===== config.mk =====
export PLATFORM = sky130hd
export DESIGN_NAME = bram_transpose_reader
export DESIGN_NICKNAME = d
export VERILOG_FILES = /design/src/rtl/bram_transpose_reader.sv
export SDC_FILE = /design/constraint.sdc
export NUM_CORES = 1
export LEC_CHECK = 0
export CORE_ASPECT_RATIO = 0.7
export CORE_MARGIN = 2
export CORE_UTILIZATION = 39
export DETAILED_ROUTE_END_ITERATION = 12
export PLACE_DENSITY = 0.66
export SYNTH_ARGS = -nofsm -noshare
export SYNTH_HDL_FRONTEND = slang
export SYNTH_SLANG_ARGS = --single-unit
export TNS_END_PERCENT = 100

===== constraint.sdc =====
create_clock -name clk -period 7.6 [get_ports clk]
set_clock_uncertainty 0.05 [all_clocks]
set_input_delay 1.14 -clock clk [delete_from_list [all_inputs] [get_ports clk]]
set_output_delay 1.14 -clock clk [all_outputs]
set_load 0.01 [all_outputs]

===== src/rtl/bram_transpose_reader.sv =====
// Reads a ROWS x COLS row-major tile out of a two-cycle-latency memory in column-major order
// and streams it through a credit-protected FIFO on a valid/ready interface.
module bram_transpose_reader #(
   parameter int DATAW      = 8,
   parameter int ROWS       = 4,
   parameter int COLS       = 4,
   parameter int DEPTH      = ROWS*COLS,
   parameter int ADDRW      = $clog2(DEPTH),
   parameter int READ_LAT   = 2,
   parameter int FIFO_DEPTH = 4
) (
   input  logic             clk,
   input  logic             rst_n,
   input  logic             start,
   input  logic [ADDRW-1:0] base_addr,
   output logic             busy,
   output logic             done,
   output logic [ADDRW-1:0] mem_raddr,
   input  logic [DATAW-1:0] mem_rdata,
   output logic [DATAW-1:0] out_data,
   output logic             out_valid,
   input  logic             out_ready,
   output logic             out_last
);
   localparam int RW   = (ROWS > 1) ? $clog2(ROWS) : 1;
   localparam int CW   = (COLS > 1) ? $clog2(COLS) : 1;
   localparam int PW   = (FIFO_DEPTH > 1) ? $clog2(FIFO_DEPTH) : 1;
   localparam int CNTW = $clog2(FIFO_DEPTH + 1);

   typedef enum logic [1:0] {IDLE = 2'd0, ISSUE = 2'd1, DRAIN = 2'd2} state_t;

   state_t                  state_r, state_s;
   logic [RW-1:0]           row_r, row_s;
   logic [CW-1:0]           col_r, col_s;
   logic [ADDRW-1:0]        base_r, raddr_r, raddr_s;
   logic [READ_LAT-1:0]     pipe_valid_r, pipe_last_r, pipe_valid_s, pipe_last_s;
   logic [DATAW-1:0]        fifo_data_r [FIFO_DEPTH];
   logic [FIFO_DEPTH-1:0]   fifo_last_r;
   logic [PW-1:0]           wr_ptr_r, rd_ptr_r;
   logic [CNTW-1:0]         count_r, count_s;
   logic                    busy_r, done_r, done_s;
   logic                    issue_s, last_elem_s, push_s, pop_s, accept_s;
   logic [31:0]             addr_sum_s;

   function automatic logic [31:0] count_ones(input logic [READ_LAT-1:0] v);
      logic [31:0] n;
      n = 32'd0;
      for (int i = 0; i < READ_LAT; i++) n = n + {31'd0, v[i]};
      return n;
   endfunction

   function automatic logic [PW-1:0] ptr_inc(input logic [PW-1:0] p);
      return (32'(p) == FIFO_DEPTH - 1) ? PW'(0) : p + PW'(1);
   endfunction

   // A read is issued only while queued plus in-flight words leave a free FIFO slot.
   assign issue_s     = (state_r == ISSUE) &&
                        ((32'(count_r) + count_ones(pipe_valid_r)) < 32'(FIFO_DEPTH));
   assign last_elem_s = (32'(row_r) == ROWS - 1) && (32'(col_r) == COLS - 1);
   assign accept_s    = (state_r == IDLE) && start;
   assign push_s      = pipe_valid_r[READ_LAT-1];
   assign pop_s       = out_valid && out_ready;
   assign count_s     = count_r + CNTW'(push_s) - CNTW'(pop_s);
   assign pipe_valid_s = READ_LAT'({pipe_valid_r, issue_s});
   assign pipe_last_s  = READ_LAT'({pipe_last_r, issue_s && last_elem_s});
   assign addr_sum_s   = 32'(base_r) + 32'(row_s) * 32'(COLS) + 32'(col_s);

   // Next-state, counter advance and done detection.
   always_comb begin
      state_s = state_r;
      row_s   = row_r;
      col_s   = col_r;
      done_s  = 1'b0;
      raddr_s = raddr_r;
      case (state_r)
         IDLE: begin
            if (start) begin
               state_s = ISSUE;
               row_s   = RW'(0);
               col_s   = CW'(0);
               raddr_s = base_addr;
            end else begin
               state_s = IDLE;
            end
         end
         ISSUE: begin
            if (issue_s && last_elem_s) begin
               state_s = DRAIN;
            end else if (issue_s) begin
               if (32'(row_r) == ROWS - 1) begin
                  row_s = RW'(0);
                  col_s = col_r + CW'(1);
               end else begin
                  row_s = row_r + RW'(1);
               end
               raddr_s = addr_sum_s[ADDRW-1:0];
            end else begin
               state_s = ISSUE;
            end
         end
         DRAIN: begin
            // Leave one edge early so done lands in the cycle right after the final pop.
            if ((pipe_valid_s == READ_LAT'(0)) && (count_s == CNTW'(0))) begin
               state_s = IDLE;
               done_s  = 1'b1;
            end else begin
               state_s = DRAIN;
            end
         end
         default: state_s = IDLE;
      endcase
   end

   // Control, address and issue-pipe registers.
   always_ff @(posedge clk or negedge rst_n) begin
      if (!rst_n) begin
         state_r      <= IDLE;
         row_r        <= RW'(0);
         col_r        <= CW'(0);
         base_r       <= ADDRW'(0);
         raddr_r      <= ADDRW'(0);
         pipe_valid_r <= READ_LAT'(0);
         pipe_last_r  <= READ_LAT'(0);
         busy_r       <= 1'b0;
         done_r       <= 1'b0;
      end else begin
         state_r      <= state_s;
         row_r        <= row_s;
         col_r        <= col_s;
         base_r       <= accept_s ? base_addr : base_r;
         raddr_r      <= raddr_s;
         pipe_valid_r <= pipe_valid_s;
         pipe_last_r  <= pipe_last_s;
         busy_r       <= (state_s != IDLE);
         done_r       <= done_s;
      end
   end

   // Output FIFO storage and pointers.
   always_ff @(posedge clk or negedge rst_n) begin
      if (!rst_n) begin
         for (int i = 0; i < FIFO_DEPTH; i++) fifo_data_r[i] <= DATAW'(0);
         fifo_last_r <= FIFO_DEPTH'(0);
         wr_ptr_r    <= PW'(0);
         rd_ptr_r    <= PW'(0);
         count_r     <= CNTW'(0);
      end else begin
         if (push_s) begin
            fifo_data_r[wr_ptr_r] <= mem_rdata;
            fifo_last_r[wr_ptr_r] <= pipe_last_r[READ_LAT-1];
            wr_ptr_r              <= ptr_inc(wr_ptr_r);
         end
         if (pop_s) rd_ptr_r <= ptr_inc(rd_ptr_r);
         count_r <= count_s;
      end
   end

   assign busy      = busy_r;
   assign done      = done_r;
   assign mem_raddr = raddr_r;
   assign out_valid = (count_r != CNTW'(0));
   assign out_data  = fifo_data_r[rd_ptr_r];
   assign out_last  = fifo_last_r[rd_ptr_r];
endmodule


---- After elaboration in Yosys (flattened, before gate mapping) ----
Cells that the tools add are included.
word-level totals
  output and inout bits ................... 16
  word-level logic and storage cells ...... 94
  bits in registers ....................... 63
  input bits .............................. 16
cells by class
  add/subtract/negate cells ............... 10
  reduce and logical (&&, ||, !) cells .... 15
  $lt $le $gt $ge ......................... 7
  bitwise operators ....................... 2
  mux-type cells .......................... 34
  equal/unequal tests ..................... 9
operators with widths
  operator               number
  $bwmux W32             1
  $mux W2                13
  $mux W8                3
  $bmux W8 S2            1
  $demux W8 S2           1
  $mux W4                3
  $eq A2 B2 Y1 const B   5
  $add A2 B1 Y2 const B  4
  $logic_and A1 B1 Y1    8
  $pmux W2 S2            2
  $pmux W4 S2            1
  $ge A3 B3 Y1 const B   2
  $lt A2 B3 Y1 const B   2
  $ne A2 B2 Y1 const B   3
  $not A2 Y3             2
  $pmux W2 S3            1
  $mux W1                5
  $add A3 B2 Y4          1
  $add A4 B2 Y4          1
  $add A4 B4 Y4          1
  $bwmux W4              1
  $logic_not A2 Y1       2
  $lt A4 B3 Y1 const B   1
  $reduce_and A4 Y1      1
  11 further kinds       12

---- Depth between registers and ports, before layout ----
Gate-level depths: netlist of the first run.
  word-level depth ........................ 12
  depth in mapped cells ................... 14
  gate-level depth less buffers ........... 14

---- Worst setup path before layout of the first run ----
No wires, ideal clock.
  path kind ............................... input-to-reg
  from .................................... in start
  to ...................................... reg raddr_r[3] (netlist: mem_raddr[3])
  cell stages on the path ................. 11
  setup slack ............................. 4.389 ns
  library setup time ...................... 0.121 ns
  path buffers ............................ 1
  data arrival time ....................... 3.040 ns
  data required time ...................... 7.429 ns
  cells stage by stage .................... or3b_1 -> buf_2 -> nand2_1 -> o21ai_0 -> ha_1 -> a21o_1 -> a21oi_1 -> xor2_1 -> nand3_1 -> nor3b_2 -> o22a_1
on the way
  elaborated cells between the ends (all ways) .. 11
RTL lines
  what                  RTL line  RTL
  from (decl)           14        input logic start,
  $mux W2               77        if (start) begin
  $pmux W2 S2           75        case (state_r)
  named net col_s[1]    34        logic [CW-1:0] col_r, col_s;
  $add A4 B2 Y4         66        assign addr_sum_s = 32'(base_r) + 32'(row_s) * 32'(COLS) + 32'(col_s);
  $mux W4               89        end else if (issue_s) begin
  $mux W4               87        if (issue_s && last_elem_s) begin
  $pmux W4 S2           75
  to (signal assigned)  131       raddr_r <= raddr_s;
  to (decl)             35        logic [ADDRW-1:0] base_r, raddr_r, raddr_s;
The timed path passes the listed nets, and every way through them passes these cells. The select of a mux whose other input is x is not followed.
A chain may end at the register's enable or synchronous reset.

---- Worst setup path in the final report of the first run ----
Ends and elaborated chain as after synthesis.

==> Flow_metrics.wiki, run 1 <==
{| class="wikitable"
! Metric !! Value
|-
| Final worst path period share || 46.9%
|-
| Die Y-Extent || 76.4 um
|-
| Number of levels in the clock H-tree || 3
|-
| Critical Setup Path Class || in2reg
|-
| Number of nets in the synthesized netlist || 240
|-
| First drt pass iteration count || 4
|-
| Insertion delay of the later-clocked pin in the worst-skew pair || around 0.34 ns
|-
| Number of input and output port buffers inserted || 31
|-
| Power per cell area || ~470 nW/um2
|-
| Worst setup SP type || primary input
|-
| Average wire per cell in the routed design || between 10 and 15 um
|-
| Synth Area per Inst || approximately 14 um2
|-
| Reg2Reg Depth || 13
|-
| Hold Path Sink || pipe_last_r[1]$_DFF_PN0_
|-
| Slew HR || between 40 and 50%
|-
| Crit path arrival time || around 3.7 ns
|-
| Worst Hold Class || reg2reg
|-
| Total Neg Setup Slack || 0 ns
|-
| Relative area change from synthesis to final layout || 21.6%
|-
| Gate Count Post-Synth || between 200 and 250
|-
| Post-route antenna net violation count || 0
|-
| Final cell area excluding filler cells || between 3000 and 4000 um2
|-
| Wire length of the first global-routing pass || approximately 8700 um
|-
| Share of the yosys chip area belonging to registers || about 54%
|-
| Maximum clock frequency || 281 MHz
|-
| Boundary pin count || 32
|-
| First-iteration detailed-routing DRC count || 70
|-
| Worst R2R Setup Slack || 4.29 ns
|-
| Post-layout nets || approximately 280
|-
| Slew at the pin with the worst max-slew slack || approximately 0.78 ns
|-
| Via count || approximately 1700
|-
| FF-to-FF End || mem_raddr[3]$_DFFE_PN0P_
|-
| Unrepaired setup endpoints after global routing || no
|-
| Core Box Area || approximately 7300 um2
|-
| CTS Root Cell || sky130_fd_sc_hd__clkbuf_8
|-
| Minimum period implied by the final worst setup slack || 3.56 ns
|-
| Total count of max-transition violations in the final report || 0
|-
| Setup Buffers After CTS || 0
|-
| Mapped cell area || 2920 um2
|-
| Distinct cells, synth || 33
|-
| Fraction of final layout cells with drive strength greater than 1 || 29.9%
|-
| ANT cells || 0
|-
| Row cnt || 26
|-
| #FFs+latches synth || 63
|-
| Fill cell instance count of the final layout || between 600 and 700
|-
| Instance area at placement || about 3300 um2
|-
| Final weighted congestion in routability-driven placement || 0.706
|-
| Clock slew at the register clock pins of the worst setup and hold paths || about 0.060 ns
|-
| Maximum net fanout on the critical path || 10
|-
| Cells resized by post-CTS repair || 0
|-
| Final routed wirelength across all metal layers || 5080 um
|-
| Number of warning messages in the yosys log || 0
|-
| Setup-violating endpoint count in the final report || 0
|-
| GRT Total Usage || 13.7%
|-
| Sink Count || between 60 and 70
|-
| Startpoint of the worst register-to-register path || pipe_valid_r[0]$_DFF_PN0_
|-
| Hold Path Stages || 0
|-
| Required @ worst endpoint || between 7 and 8 ns
|-
| Die ar. || between 8000 and 9000 um2
|-
| Starting utilization of the core area || about two fifths
|-
| Leakage power figure || between 1.5 and 2 nW
|-
| Die extent in x || around 110 um
|-
| Sort of element at the end of the critical path || register
|-
| TritonCTS clock tree || done
|-
| Fin. Hold Viols || 0
|-
| Via count of the first global-routing pass || 1732
|-
| Number of antenna violations at the first check in global routing || 0
|-
| Number of buffers created by CTS || 9
|-
| Status || finished clean
|-
| Number of DRC violations after detailed routing || 0
|-
| Detail Placement HPWL || ~3400 um
|-
| Maximum vdd ir drop || 0.170 mV
|-
| Worst hold start || pipe_last_r[0]$_DFF_PN0_
|-
| Total gr overflow || 0
|-
| Maximum root-to-sink buffer count || 2
|-
| Post-DR vias/cell || between 4 and 5
|-
| Max-capacitance violation count || 0
|-
| Pin count of the biggest net entering global routing || 64
|-
| Post-CTS Hold Buffers || 0
|}
==> power by group <==
part / leakage, nW / internal, mW / switching [mW]
registers: 0.753 / 0.491 / 0.115
logic: 0.683 / 0.438 / 0.320
clock network: 0.110 / 0.194 / 0.128
==> final cells by class <==
| class | count | area, um2 | area share [%] |
|---|---|---|---|
| sequential | 63 | 1580 | 44.3 |
| multi-input combinational | 131 | 1290 | 36.2 |
| timing repair buffer | 32 | 313 | 8.80 |
| clock buffer | 11 | 141 | 3.98 |
| tap | 98 | 123 | 3.45 |
| clock inverter | 5 | 81.3 | 2.29 |
| inverter | 9 | 33.8 | 0.950 |
==> cells in the final DEF (no fill, tap or decap), types with 3 or more instances in the layout <==
cell type,n
sky130_fd_sc_hd__mux4_2,9
sky130_fd_sc_hd__nor2_1,6
sky130_fd_sc_hd__a21oi_1,4
sky130_fd_sc_hd__inv_1,9
sky130_fd_sc_hd__o21ai_0,7
sky130_fd_sc_hd__nand2_1,17
sky130_fd_sc_hd__clkbuf_8,10
sky130_fd_sc_hd__mux2_2,42
sky130_fd_sc_hd__nand3_1,3
sky130_fd_sc_hd__ha_1,14
sky130_fd_sc_hd__dfrtp_1,63
sky130_fd_sc_hd__clkdlybuf4s50_1,30
sky130_fd_sc_hd__mux2i_1,3
==> state kept, by name, summed over array words and instances (netlist names) <==
register,cells
wr_ptr_r,2
mem_raddr,4
col_r,2
done,1
rd_ptr_r,2
state_r,2
busy,1
pipe_last_r,2
fifo_last_r,4
row_r,2
pipe_valid_r,2
base_r,4
count_r,3
fifo_data_r,32
==> per-layer routing <==
layer	vias up	global-route usage (%)	wire length [um]
met4	0	4.62	52
met5	-	0	0
met3	4	5.22	236
met2	37	17.8	2070
li1	827	-	-
met1	834	20.7	2720
==> critical path, stage by stage <==
cell	delay, ns
sky130_fd_sc_hd__clkdlybuf4s50_1	0.47
sky130_fd_sc_hd__or3b_1	0.53
sky130_fd_sc_hd__nand2_1	0.13
sky130_fd_sc_hd__o21ai_0	0.16
sky130_fd_sc_hd__ha_1	0.32
sky130_fd_sc_hd__a21o_1	0.15
sky130_fd_sc_hd__a21oi_1	0.18
sky130_fd_sc_hd__xor2_1	0.23
sky130_fd_sc_hd__nand3_1	0.09
sky130_fd_sc_hd__nor3b_2	0.16
sky130_fd_sc_hd__o22a_1	0.18
==> worst max-delay path by stage <==
stage          start                  endpoint  slack, ns  cells past startpoint
2_1_floorplan  start  mem_raddr[3]$_DFFE_PN0P_       4.39                     11
3_3_place_gp   start  mem_raddr[3]$_DFFE_PN0P_       3.73                     11
3_5_place_dp   start  mem_raddr[3]$_DFFE_PN0P_       3.65                     11
4_1_cts        start  mem_raddr[3]$_DFFE_PN0P_       4.01                     11
5_1_grt        start  mem_raddr[3]$_DFFE_PN0P_       3.86                     11
6_report       start  mem_raddr[3]$_DFFE_PN0P_       4.04                     11
==> stage by stage <==
stage	setup slack, ns	util (%)	instances	power [mW]	hold WS (ns)
finish	4.04	48.8	349	1.68	0.306
CTS	4.01	48.8	349	1.71	0.312
floorplan	4.39	-	208	1.14	0.281
global placement	3.73	45.7	333	1.35	0.286
detailed placement	3.65	45.7	333	1.37	0.295
global route	3.86	48.8	349	1.83	0.327
==> logic make-up (layout without fill, tap and decap cells) <==
| logic type | after synthesis | in the layout | synth area share, % |
|---|---|---|---|
| adder cells (fa/ha/maj) | 16 | 16 | 7.36 |
| buffers and inverters | 14 | 57 | 2.05 |
| flip-flops | 63 | 63 | 53.9 |
| AO/OA/AOI/OAI | 19 | 19 | 4.62 |
| XOR/XNOR | 3 | 3 | 0.899 |
| multiplexers | 54 | 54 | 24.1 |
| AND/OR/NAND/NOR | 39 | 39 | 7.02 |
==> cells in the mapped netlist (all sizes together) <==
cell,count,area [um2]
a31o,2,17.5
nand2,17,63.8
o31ai,1,21.3
buf,4,22.5
a21oi,6,37.5
nor2,6,22.5
fa,2,40.0
xnor2,2,17.5
a21o,2,15.0
nand3,3,15.0
clkbuf,1,3.75
xor2,1,8.76
nand4,1,6.26
dfrtp,63,1580
mux4,9,203
or3b,1,8.76
nor3b,3,32.5
nand3b,2,15.0
nor3,2,10.0
o22a,1,8.76
or4,1,7.51
mux2,42,473
ha,14,175
or3,2,17.5
inv,9,33.8
mux2i,3,30.0
nand2b,1,6.26
o21ai,7,35.0
Power figures use the tool's default switching activity.
==> run 2: changes to the inputs <==
- PLACE_DENSITY: 0.66 -> 0.68
- clock period: 7.6 -> 3.1 ns (I/O delays scaled with it)
==> run 2 against run 1 <==
Effect of this change:
- largest power group unchanged
- die area unchanged
- critical endpoint is now state_r[1]$_DFF_PN0_
- utilization up 1.8 points
- final area up 3.7%
- critical path type is now reg2reg
==> Flow_metrics.wiki, run 2 (same netlist as run 1, synthesis figures left out) <==
{| class="wikitable"
! Metric !! Value
|-
| Status || finished clean (unchanged)
|-
| Number of levels in the clock H-tree || 3 (unchanged)
|-
| Post-CTS Hold Buffers || 0 (unchanged)
|-
| Worst setup SP type || register (was primary input)
|-
| Leakage power figure || 1.62 nW (was 1.55 nW)
|-
| Unrepaired setup endpoints after global routing || yes (was no)
|-
| Worst R2R Setup Slack || 0.13 ns (was 4.29 ns)
|-
| Final cell area excluding filler cells || 3690 um2 (was 3560 um2)
|-
| Number of buffers created by CTS || 9 (unchanged)
|-
| Total gr overflow || 0 (unchanged)
|-
| Leading cell type in the layout, fill and taps excluded || sky130_fd_sc_hd__dfrtp_1 (unchanged)
|-
| Die extent in x || 107 um (unchanged)
|-
| Worst Hold Class || in2async (was reg2reg)
|-
| Maximum clock frequency || 336 MHz
|-
| Fill cell instance count of the final layout || 651 (was 652)
|-
| FF-to-FF End || state_r[1]$_DFF_PN0_ (was mem_raddr[3]$_DFFE_PN0P_)
|-
| Number of DRC violations after detailed routing || 0 (unchanged)
|-
| Number of input and output port buffers inserted || 31 (unchanged)
|-
| Core Box Area || 7290 um2 (unchanged)
|-
| Minimum period implied by the final worst setup slack || 2.97 ns
|-
| Final weighted congestion in routability-driven placement || 0.713 (was 0.706)
|-
| CTS Root Cell || sky130_fd_sc_hd__clkbuf_8 (unchanged)
|-
| Power per cell area || 1190 nW/um2 (was 474 nW/um2)
|-
| Reg2Reg Depth || 11 (was 13)
|-
| Maximum cell stage delay along the critical path || 0.55 ns (was 0.53 ns)
|-
| Startpoint of the worst register-to-register path || count_r[0]$_DFF_PN0_ (was pipe_valid_r[0]$_DFF_PN0_)
|-
| Maximum net fanout on the critical path || 4 (was 10)
|-
| Wire length of the first global-routing pass || 9030 um (was 8660 um)
|-
| Commonest cells after routing, fill and taps aside || 63 x sky130_fd_sc_hd__dfrtp_1, 42 x sky130_fd_sc_hd__mux2_2, 30 x sky130_fd_sc_hd__clkdlybuf4s50_1 (unchanged)
|-
| Instance area at placement || 3400 um2 (was 3330 um2)
|-
| Cell Count, Final, Fillers Out || 361 (was 349)
|-
| Setup-violating endpoint count in the final report || 0 (unchanged)
|-
| First drt pass iteration count || 4 (unchanged)
|-
| Fraction of final layout cells with drive strength greater than 1 || 35.0% (was 29.9%)
|-
| Die ar. || 8220 um2 (unchanged)
|-
| Max-capacitance violation count || 0 (unchanged)
|-
| Total count of max-transition violations in the final report || 0 (unchanged)
|-
| Slew at the pin with the worst max-slew slack || 0.921 ns (was 0.784 ns)
|-
| Via count || 1767 (was 1702)
|-
| Family with the most delay on the worst path || simple AND/OR/NAND/NOR gates (unchanged)
|-
| Average wire per cell in the routed design || 14.8 um (was 14.6 um)
|-
| Fin. Hold Viols || 0 (unchanged)
|-
| Post-layout nets || 290 (was 278)
|-
| Via count of the first global-routing pass || 1831 (was 1732)
|-
| Maximum root-to-sink buffer count || 2 (unchanged)
|-
| Insertion delay of the later-clocked pin in the worst-skew pair || 0.33 ns (was 0.34 ns)
|-
| Starting utilization of the core area || 40.1% (unchanged)
|-
| Crit path arrival time || 3.13 ns (was 3.73 ns)
|-
| Sort of element at the end of the critical path || register (unchanged)
|-
| Cell Chain, Critical Path || buf_4 > or3_1 > nand2_2 > inv_1 > ha_1 > inv_1 > ha_1 > fa_1 > or4_1 > nand3b_1 > o21ai_0 (was clkdlybuf4s50_1 > or3b_1 > nand2_1 > o21ai_0 > ha_1 > a21o_1 > a21oi_1 > xor2_1 > nand3_1 > nor3b_2 > o22a_1)
|-
| Required @ worst endpoint || 3.26 ns (was 7.77 ns)
|-
| Post-DR vias/cell || 4.89 (was 4.88)
|-
| Critical Setup Path Class || reg2reg (was in2reg)
|-
| ANT cells || 0 (unchanged)
|-
| GRT Total Usage || 14.4% (was 13.7%)
|-
| Relative area change from synthesis to final layout || 26.1% (was 21.6%)
|-
| Register containing the most flip-flops in the final layout || fifo_data_r (unchanged)
|-
| Number of antenna violations at the first check in global routing || 0 (unchanged)
|-
| Row cnt || 26 (unchanged)
|-
| Maximum vdd ir drop || 0.457 mV (was 0.170 mV)
|-
| Pin count of the biggest net entering global routing || 42 (was 64)
|-
| Placed cell count || 342 (was 333)
|-
| Detail Placement HPWL || 3710 um (was 3400 um)
|-
| Overall power of the completed layout || 4.41 mW (was 1.68 mW)
|-
| Final worst path period share || about 96%
|-
| First-iteration detailed-routing DRC count || 58 (was 70)
|-
| Slew HR || 38.6% (was 47.7%)
|-
| Flip-flop count of the largest register after layout || 32 (unchanged)
|-
| Clock slew at the register clock pins of the worst setup and hold paths || 0.07 ns (was 0.06 ns)
|-
| TritonCTS clock tree || done (unchanged)
|-
| Die Y-Extent || 76.4 um (unchanged)
|-
| Boundary pin count || 32 (unchanged)
|-
| Finished Core Util || 50.6% (was 48.8%)
|-
| Worst Setup Slack, final || 0.125 ns (was 4.04 ns)
|-
| Final routed wirelength across all metal layers || 5360 um (was 5080 um)
|-
| Sink Count || 63 (unchanged)
|-
| Minimum setup slack after placement || 0.0642 ns (was 3.65 ns)
|-
| Cell with the largest stage delay on the worst path || sky130_fd_sc_hd__or4_1 (was sky130_fd_sc_hd__or3b_1)
|-
| Post-route antenna net violation count || 0 (unchanged)
|-
| Buf+Inv Stages, Crit Path || 3 (was 1)
|}
## run 2: cell types whose count changed in the layout (fill, tap and decap cells not counted), sizes merged
cell    before  now
buf          2   14
bufinv       2    3
clkbuf      11   10
## run 2: layout make-up
| class | instances | area, um2 | area share, % |
|---|---|---|---|
| flip-flops and latches | 63 | 1580 | 42.7 |
| multi-input cells | 131 | 1310 | 35.4 |
| repair buffers | 44 | 403 | 10.9 |
| clock buffers | 10 | 138 | 3.73 |
| well taps | 98 | 123 | 3.32 |
| clock inverters | 6 | 108 | 2.92 |
| inverters | 9 | 33.8 | 0.916 |
## run 2: how the worst max path moves through the flow
stage	to	cells past startpoint	startpoint	slack [ns]
floorplan	mem_raddr[3]$_DFFE_PN0P_	13	pipe_valid_r[0]$_DFF_PN0_	0.04
global placement	mem_raddr[3]$_DFFE_PN0P_	11	start	0.14
detailed placement	mem_raddr[3]$_DFFE_PN0P_	15	count_r[0]$_DFF_PN0_	0.06
CTS	mem_raddr[3]$_DFFE_PN0P_	15	count_r[0]$_DFF_PN0_	0.06
global route	mem_raddr[3]$_DFFE_PN0P_	15	count_r[0]$_DFF_PN0_	-0.03
finish	state_r[1]$_DFF_PN0_	11	count_r[0]$_DFF_PN0_	0.13
## run 2: timing repair
action                     in CTS  in global routing
setup buffers                   0                  3
setup endpoints to repair       0                  2
gates resized for setup         0                  6
## run 2: routing by layer
metal	part of all wire [%]	global-route usage, %	up-vias
met5	0	0	-
met2	44	20.4	25
met3	3.9	5.30	4
met4	0.67	3.85	0
li1	-	-	843
met1	52	20.8	895
## run 2: through the flow
step                      hold WS, ns  setup TNS (ns)
after floorplan                 0.119               0
after global placement          0.287               0
after detailed placement        0.298               0
after CTS                       0.245               0
after global routing            0.286         -0.0307
final                           0.206               0
## run 2: power by group
part | internal (mW) | switching, mW
clock network | 0.553 | 0.311
logic | 1.20 | 0.853
registers | 1.20 | 0.282
total | 2.96 | 1.45
==> run 3: changes to the inputs <==
- CORE_MARGIN: 2 -> 1.5
- CTS_CLUSTER_SIZE: default -> 28
- PLACE_DENSITY: 0.68 -> 0.66
- clock period: 3.1 -> 3.4 ns (I/O delays scaled with it)
==> run 3 against run 2 <==
Effect of this change:
- critical path depth increased by 3
- hold slack gained 0.11 ns
- final cell count down 1.4%
- wire length down 2.3%
- final area fell by 1.8%
- flip-flop and latch count did not move
- setup slack better by 0.11 ns
- largest cell class unchanged
==> Flow_metrics.wiki, run 3 (same netlist as run 1, synthesis figures left out) <==
{| class="wikitable"
! Metric !! Value
|-
| Status || finished clean (unchanged)
|-
| TritonCTS clock tree || done (unchanged)
|-
| Reported net switching power || 1.30 mW (was 1.45 mW)
|-
| Instance area at placement || 3360 um2 (was 3400 um2)
|-
| Total Neg Setup Slack || 0 ns (unchanged)
|-
| Power per cell area || 1070 nW/um2 (was 1190 nW/um2)
|-
| Number of input and output port buffers inserted || 31 (unchanged)
|-
| Sink Count || 63 (unchanged)
|-
| Final routed wirelength across all metal layers || 5230 um (was 5360 um)
|-
| Number of DRC violations after detailed routing || 0 (unchanged)
|-
| Minimum period implied by the final worst setup slack || 3.17 ns (was 2.97 ns)
|-
| Average wire per cell in the routed design || 14.7 um (was 14.8 um)
|-
| Detail Placement HPWL || 3580 um (was 3710 um)
|-
| Startpoint of the worst register-to-register path || pipe_valid_r[0]$_DFF_PN0_ (was count_r[0]$_DFF_PN0_)
|-
| Maximum root-to-sink buffer count || 2 (unchanged)
|-
| Cell Count, Final, Fillers Out || 356 (was 361)
|-
| Number of buffers created by CTS || 9 (unchanged)
|-
| Core Box Area || 7290 um2 (unchanged)
|-
| Placed cell count || 337 (was 342)
|-
| Die ar. || 8030 um2 (was 8220 um2)
|-
| First drt pass iteration count || 5 (was 4)
|-
| Critical Setup Path Class || reg2reg (unchanged)
|-
| ANT cells || 0 (unchanged)
|-
| Area of the multi-input gates || 1310 um2 (about the same)
|-
| Register containing the most flip-flops in the final layout || fifo_data_r (unchanged)
|-
| Sort of element at the end of the critical path || register (unchanged)
|-
| Net Sw Frac || 33.6% (was 32.8%)
|-
| Required @ worst endpoint || 3.57 ns (was 3.26 ns)
|-
| Worst Hold Class || reg2reg (was in2async)
|-
| Worst setup SP type || register (unchanged)
|-
| Share of total power in combinational logic || 46.9% (was 46.7%)
|-
| Relative area change from synthesis to final layout || 23.9% (was 26.1%)
|-
| Commonest cells after routing, fill and taps aside || 63 x sky130_fd_sc_hd__dfrtp_1, 42 x sky130_fd_sc_hd__mux2_2, 30 x sky130_fd_sc_hd__clkdlybuf4s50_1 (unchanged)
|-
| Finished Core Util || 49.7% (was 50.6%)
|-
| Post-route antenna net violation count || 0 (unchanged)
|-
| Total count of max-transition violations in the final report || 0 (unchanged)
|-
| Slew HR || 27.4% (was 38.6%)
|-
| Pin count of the biggest net entering global routing || 51 (was 42)
|-
| Proportion of power drawn by flip-flops and latches || 35.3% (was 33.7%)
|-
| Clock slew at the register clock pins of the worst setup and hold paths || 0.07 ns (about the same)
|-
| Die Y-Extent || 75.4 um (was 76.4 um)
|-
| Die extent in x || 106 um (was 107 um)
|-
| Clock Power Share || 17.8% (was 19.6%)
|-
| Final cell area excluding filler cells || 3620 um2 (was 3690 um2)
|-
| Maximum vdd ir drop || 0.401 mV (was 0.457 mV)
|-
| Row cnt || 26 (unchanged)
|-
| Post-layout nets || 285 (was 290)
|-
| Maximum net fanout on the critical path || 5 (was 4)
|-
| Leading cell type in the layout, fill and taps excluded || sky130_fd_sc_hd__dfrtp_1 (unchanged)
|-
| Worst hold start || pipe_last_r[0]$_DFF_PN0_
|-
| Wire length of the first global-routing pass || 8670 um (was 9030 um)
|-
| Post-DR vias/cell || 4.90 (was 4.89)
|-
| Final weighted congestion in routability-driven placement || 0.752 (was 0.713)
|-
| Area taken by flip-flops and latches || 1580 um2 (unchanged)
|-
| Minimum setup slack after placement || 0.215 ns (was 0.0642 ns)
|-
| Max-capacitance violation count || 0 (unchanged)
|-
| Insertion delay of the later-clocked pin in the worst-skew pair || 0.33 ns (about the same)
|-
| Boundary pin count || 32 (unchanged)
|-
| Leakage power figure || 1.57 nW (was 1.62 nW)
|-
| Fin. Hold Viols || 0 (unchanged)
|-
| Slew at the pin with the worst max-slew slack || 1.09 ns (was 0.921 ns)
|-
| Hold Slack || 0.321 ns (was 0.206 ns)
|-
| Via count || 1745 (was 1767)
|-
| GRT Total Usage || 14.4% (about the same)
|-
| Setup-violating endpoint count in the final report || 0 (unchanged)
|-
| Overall power of the completed layout || 3.87 mW (was 4.41 mW)
|-
| Cell Int Power || 2.57 mW (was 2.96 mW)
|-
| First-iteration detailed-routing DRC count || 44 (was 58)
|-
| Worst Setup Slack, final || 0.233 ns (was 0.125 ns)
|-
| Crit. Startpoint || pipe_valid_r[0]$_DFF_PN0_ (was count_r[0]$_DFF_PN0_)
|-
| Starting utilization of the core area || 40.1% (unchanged)
|-
| Via count of the first global-routing pass || 1715 (was 1831)
|-
| Fill cell instance count of the final layout || 639 (was 651)
|-
| CTS Root Cell || sky130_fd_sc_hd__clkbuf_8 (unchanged)
|-
| Number of antenna violations at the first check in global routing || 0 (unchanged)
|-
| Final worst path period share || 93.1% (was 96.0%)
|-
| Total gr overflow || 0 (unchanged)
|-
| Flip-flop count of the largest register after layout || 32 (unchanged)
|-
| Number of levels in the clock H-tree || 3 (unchanged)
|-
| Crit path arrival time || 3.34 ns (was 3.13 ns)
|-
| Fraction of final layout cells with drive strength greater than 1 || 32.6% (was 35.0%)
|-
| Maximum clock frequency || 316 MHz (was 336 MHz)
|}
## run 3: per-layer routing
layer  vias up  track usage (%)  wire, um
met5         -                0         0
met4         0             5.78        68
met3         7             4.62       206
met2        30             20.1      2250
met1       871             20.9      2710
li1        837                -         -
## run 3: cell type report
| class | instances | share of cell area, % |
|---|---|---|
| clock inverter | 6 | 2.35 |
| multi-input combinational | 131 | 36.2 |
| inverter | 9 | 0.933 |
| clock buffer | 10 | 3.52 |
| tap | 98 | 3.39 |
| timing repair buffer | 39 | 10.1 |
| sequential | 63 | 43.5 |
## run 3: worst max-delay path: stages, from the launching register on
cell,delay [ns]
sky130_fd_sc_hd__dfrtp_1,0.43
sky130_fd_sc_hd__ha_4,0.30
sky130_fd_sc_hd__a21oi_4,0.06
sky130_fd_sc_hd__o31ai_4,0.31
sky130_fd_sc_hd__nand3b_1,0.20
sky130_fd_sc_hd__nor3b_2,0.31
sky130_fd_sc_hd__nand2_1,0.08
sky130_fd_sc_hd__o21ai_1,0.11
sky130_fd_sc_hd__ha_1,0.26
sky130_fd_sc_hd__a21o_1,0.17
sky130_fd_sc_hd__a21oi_2,0.14
sky130_fd_sc_hd__xor2_1,0.23
sky130_fd_sc_hd__nand3_1,0.10
sky130_fd_sc_hd__nor3b_2,0.16
sky130_fd_sc_hd__o22a_1,0.17
## run 3: power groups by stage
stage / registers (mW) / clock network, mW / logic [mW]
3_5_place_dp: 1.37 / 0 / 1.73
2_1_floorplan: 1.26 / 0 / 1.28
3_3_place_gp: 1.36 / 0 / 1.72
5_1_grt: 1.42 / 0.746 / 2.01
4_1_cts: 1.36 / 0.716 / 1.74
6_report: 1.36 / 0.688 / 1.81
## run 3: worst paths after layout
kind	depth (start not counted)	end	slack, ns
min in group asynchronous	1	fifo_data_r[19]$_DFFE_PN0P_	0.33
setup / recovery	14	mem_raddr[3]$_DFFE_PN0P_	0.23
hold reg to reg	0	pipe_last_r[1]$_DFF_PN0_	0.32
setup reg to reg	14	mem_raddr[3]$_DFFE_PN0P_	0.23
hold / removal	0	pipe_last_r[1]$_DFF_PN0_	0.32
max in group asynchronous	2	count_r[1]$_DFF_PN0_	2.24
## run 3: repair_timing
action,in CTS,in global routing
setup buffers,0,3
setup endpoints to repair,0,1
hold buffers,0,0
resized for setup,0,4
